===== config.mk =====
export PLATFORM = sky130hd
export DESIGN_NAME = uart_tx_ctrl
export DESIGN_NICKNAME = d
export VERILOG_FILES = /design/src/rtl/uart_tx_ctrl.sv
export SDC_FILE = /design/constraint.sdc
export NUM_CORES = 1
export LEC_CHECK = 0
export BUFFER_PORTS_ARGS = -buffer_cell sky130_fd_sc_hd__buf_2
export CAP_MARGIN = 10
export CORE_MARGIN = 4
export CORE_UTILIZATION = 55
export DETAILED_ROUTE_END_ITERATION = 10
export PLACE_DENSITY = 0.79
export SYNTH_ARGS = -nofsm -noshare
export SYNTH_HDL_FRONTEND = slang
export SYNTH_SLANG_ARGS = --single-unit

===== constraint.sdc =====
create_clock -name CLK -period 2.5 [get_ports CLK]
set_input_delay 0.125 -clock CLK [delete_from_list [all_inputs] [get_ports CLK]]
set_output_delay 0.125 -clock CLK [all_outputs]
set_load 0.02 [all_outputs]

===== src/rtl/uart_tx_ctrl.sv =====
// UART transmit controller: frame FSM, LSB-first serializer, parity generator and line mux.
// One bit per CLK; back-to-back frames are accepted in the final stop bit.
module uart_tx_ctrl #(
  parameter int unsigned DATA_WIDTH = 8
) (
  input  logic                  CLK,
  input  logic                  RST,
  input  logic [DATA_WIDTH-1:0] P_DATA,
  input  logic                  DATA_VALID,
  input  logic                  PAR_EN,
  input  logic                  PAR_TYP,
  input  logic                  STOP_2,
  output logic                  DATA_ACK,
  output logic                  TX_OUT,
  output logic                  BUSY
);

  localparam int unsigned CNT_W = $clog2(DATA_WIDTH);
  localparam logic [CNT_W-1:0] LAST_CNT = CNT_W'(DATA_WIDTH - 1);

  if (DATA_WIDTH < 5 || DATA_WIDTH > 9) begin : g_bad_width
    $error("uart_tx_ctrl: DATA_WIDTH must be within 5..9");
  end

  typedef enum logic [2:0] {
    IDLE   = 3'd0,
    START  = 3'd1,
    DATA   = 3'd2,
    PARITY = 3'd3,
    STOP1  = 3'd4,
    STOP2  = 3'd5
  } state_t;

  state_t                state_q, state_d;
  logic [DATA_WIDTH-1:0] shift_q, shift_d;
  logic [CNT_W-1:0]      cnt_q, cnt_d;
  logic                  par_en_q, par_en_d;
  logic                  par_bit_q, par_bit_d;
  logic                  stop2_q, stop2_d;
  logic                  tx_d, busy_d;
  logic                  accept;

  // State, datapath and line registers; reset abandons any frame and idles the line.
  always_ff @(posedge CLK or negedge RST) begin
    if (!RST) begin
      state_q   <= IDLE;
      shift_q   <= '0;
      cnt_q     <= '0;
      par_en_q  <= 1'b0;
      par_bit_q <= 1'b0;
      stop2_q   <= 1'b0;
      TX_OUT    <= 1'b1;
      BUSY      <= 1'b0;
    end else begin
      state_q   <= state_d;
      shift_q   <= shift_d;
      cnt_q     <= cnt_d;
      par_en_q  <= par_en_d;
      par_bit_q <= par_bit_d;
      stop2_q   <= stop2_d;
      TX_OUT    <= tx_d;
      BUSY      <= busy_d;
    end
  end

  // Next state, datapath updates and next line value.
  always_comb begin
    state_d   = state_q;
    shift_d   = shift_q;
    cnt_d     = cnt_q;
    par_en_d  = par_en_q;
    par_bit_d = par_bit_q;
    stop2_d   = stop2_q;
    tx_d      = 1'b1;
    busy_d    = 1'b0;

    accept = DATA_VALID && RST &&
             (state_q == IDLE || state_q == STOP2 || (state_q == STOP1 && !stop2_q));

    case (state_q)
      IDLE:   state_d = IDLE;
      START: begin
        state_d = DATA;
        cnt_d   = '0;
      end
      DATA: begin
        if (cnt_q == LAST_CNT) begin
          state_d = par_en_q ? PARITY : STOP1;
        end else begin
          cnt_d   = cnt_q + CNT_W'(1);
          shift_d = shift_q >> 1;
        end
      end
      PARITY: state_d = STOP1;
      STOP1:  state_d = stop2_q ? STOP2 : IDLE;
      STOP2:  state_d = IDLE;
      default: state_d = IDLE;
    endcase

    // Accept only fires in IDLE or the final stop bit, so it overrides the frame end.
    if (accept) begin
      state_d   = START;
      shift_d   = P_DATA;
      par_en_d  = PAR_EN;
      par_bit_d = (^P_DATA) ^ PAR_TYP;
      stop2_d   = STOP_2;
    end

    case (state_d)
      START:   tx_d = 1'b0;
      DATA:    tx_d = shift_d[0];
      PARITY:  tx_d = par_bit_q;
      default: tx_d = 1'b1;
    endcase

    busy_d   = (state_d != IDLE);
    DATA_ACK = accept;
  end

endmodule


==> flow_summary.ini <==
[logic_synthesis]
yosysWarnings = 0
syn_avg_cell_area_um2 = 10.5
post-synth-top-count-cell = dfrtp_1
async_reset_ff_share_pct = 100
synth_seq_area_share_pct = 43.7
synth_top_flop_cell = dfrtp_1
synth_edf_count = 0
synth.cell_area_um2 = 1090
yosysUniqueCellTypes = 33
synthTopCellsByCount = dfrtp_1, nand2_1, o21ai_0, nor2b_1, mux2i_1
yosysTopAreaCellShare_pct = 41.3
netlist_instances = 104
synth.area.top_cells = dfrtp_1, mux2i_1, o21ai_0
synth_top_area_cell = dfrtp_1
syn_nets = 121
yosys_register_bits = 19

[drt]
ant_nets = 0
vias = 802
initialDrtViolationCount = 7
viasPerCell = 5.42
wirelength_um = 2010
post_drt_wl_per_cell_um = 13.6
drc = 0
drtPass1Iterations = 5

[setup_path]
arrival_ns = 2.19
worstPathRequired_ns = 2.38
worstSetupPathType = reg2out
cp_top_family = flip-flops
crit_fanout = 13
cp-start-kind = register
crit_slowest_cell = dfrtp_1
worst-path-buf-inv = 2
end_kind = output pin
cp_slowest_stage_delay_ns = 0.60
critical_path.cell_chain = and3b_1 > a2111oi_4 > buf_4 > buf_2

[clocking]
clk_path_buf_depth = 2
clkLatencyLatePin_ns = 0.30
cts_num_sinks = 19
h-tree-depth = 1
cts-buffers-inserted = 3
cts_tree = yes
clkTransAtPathRegs_ns = 0.10
cts-root-buf = clkbuf_4
postCtsSetupRepairBufs = 0

[job]
max_cap_violations = 0

[global_routing]
grt-ovfl-total = 0
grt_usage_pct = 17.7
antenna_found_initial = 0
grt_pass1_wl_um = 3450
grt_pass1_vias = 792
grt_max_degree = 20

[sta]
finClkSkew_ns = 0.00258
hold_viol_final = 0
grt_setup_unrepaired = false
period_minus_slack_ns = 2.31
setup-tns-final_ns = 0
setup-violations-final = 0
fmax_ghz = 0.432
relSlewSlack_pct = 59.6
report.final.slew_viol_count = 0
worst_slack_ns = 0.186
finalCritPeriodShare_pct = 92.5
worstMarginPinSlew_ns = 0.606

[power_and_ir_drop]
ir_drop_mv = 0.499
seq_power_share_pct = 44.3
p_comb_share_pct = 43.7
clockPowerShare_pct = 12.0
switching_power_mw = 0.473
powerDensity_nw_per_um2 = 1040
swShare_pct = 37.4
internal_power_mw = 0.792
p_leak_nw = 0.574

[die]
core_area_um2 = 1800
die_width_um = 52.5
start_util_pct = 60.6
num_rows = 15
dieArea_um2 = 2760
die_y_um = 52.5
io_pins = 17

[hold_path]
worstHoldPathType = in2reg

[layout]
nets = 141
layout-drive-gt1-share_pct = 21.1
fin_area_um2 = 1220
area_delta_synth_final_pct = 12.0
diodes = 0

[place]
post-dp-hpwl_um = 1520
place_area_um2 = 1190
portBuffers = 16
place_congestion = 0.811
dp_slack_ns = 0.494

[outcome]
status = finished, final reports clean
[power by group through the flow]
| stage | combinational (mW) | clock, mW | sequential (mW) |
|---|---|---|---|
| after floorplan | 0.466 | 0 | 0.535 |
| after CTS | 0.561 | 0.162 | 0.560 |
| final | 0.553 | 0.152 | 0.560 |
| after global placement | 0.541 | 0 | 0.557 |
| after detailed placement | 0.554 | 0 | 0.565 |
| after global routing | 0.632 | 0.179 | 0.583 |
[worst paths after layout]
kind	start	end	slack [ns]	cells past startpoint
worst max-delay path	state_q[0]$_DFF_PN0_	DATA_ACK	0.19	4
worst min-delay path	PAR_EN	par_en_q$_DFFE_PN0P_	0.05	3
worst max register to register	cnt_q[0]$_DFFE_PN0P_	shift_q[0]$_DFF_PN0_	0.55	5
worst min register to register	par_bit_q$_DFFE_PN0P_	par_bit_q$_DFFE_PN0P_	0.53	1
max in group asynchronous	RST	TX_OUT$_DFF_PN1_	1.90	3
min in group asynchronous	RST	shift_q[7]$_DFFE_PN0P_	0.34	3
[repair_timing]
item,CTS,global route
hold buffers,1,0
gates resized for setup,0,0
endpoints found under the hold margin,18,0
endpoints found under the setup margin,0,1
[metal layers]
| layer | vias to the layer above | GRT usage [%] | routed length (um) |
|---|---|---|---|
| li1 | 401 | - | - |
| met1 | 383 | 22.2 | 914 |
| met2 | 11 | 27.5 | 982 |
| met3 | 7 | 2.56 | 41 |
| met4 | 0 | 12.8 | 76 |
| met5 | - | 0 | 0 |
[area by class of cell]
type | count | area [um2]
multi-input cells | 76 | 561
fillers | 150 | 579
repair buffers | 20 | 113
well taps | 25 | 31.3
inverters | 4 | 15.0
flip-flops and latches | 19 | 477
clock buffers | 4 | 26.3
[registers in the layout (all words and copies together), names as in the netlist]
name and count:
BUSY 1, TX_OUT 1, cnt_q 3, par_bit_q 1, par_en_q 1, shift_q 8
state_q 3, stop2_q 1
[worst reg2reg max path: cells and delay by family, from the launching register on]
kind          cells  cell delay, ns
flops             1            0.42
fa+ha+maj         2            0.46
mux               2            0.66
simple gates      1            0.30
[cells by family (layout without fill, tap and decap cells)]
| logic type | count (synthesis) | in the layout | synth area share, % |
|---|---|---|---|
| simple gates | 34 | 34 | 17.8 |
| compound gates | 21 | 21 | 12.7 |
| flops | 19 | 19 | 43.7 |
| mux | 11 | 11 | 10.6 |
| buf+inv | 9 | 28 | 4.93 |
| xor+xnor | 7 | 7 | 6.88 |
| fa+ha+maj | 3 | 3 | 3.44 |
[per-stage QoR]
step / hold WS (ns) / util [%] / total power, mW / instances
2_1_floorplan: -0.171 / - / 1.00 / 104
3_3_place_gp: 0.127 / 65.8 / 1.10 / 143
3_5_place_dp: 0.134 / 65.8 / 1.12 / 143
4_1_cts: 0.0377 / 67.8 / 1.28 / 148
5_1_grt: 0.0430 / 67.8 / 1.39 / 148
6_report: 0.0534 / 67.8 / 1.27 / 148
[placed cells by master (no fill, tap or decap), types with 3 or more instances in the layout]
master	synthesis	routed
ha_1	3	3
dfrtp_1	18	18
buf_2	1	16
nand2_1	13	13
a21oi_1	3	3
inv_1	4	4
nor2b_1	9	9
o21ai_0	12	12
mux2i_1	7	7
xnor2_1	5	5
clkbuf_4	0	3
mux2_1	3	3
buf_4	3	3
(Power assumes the default switching activity.)
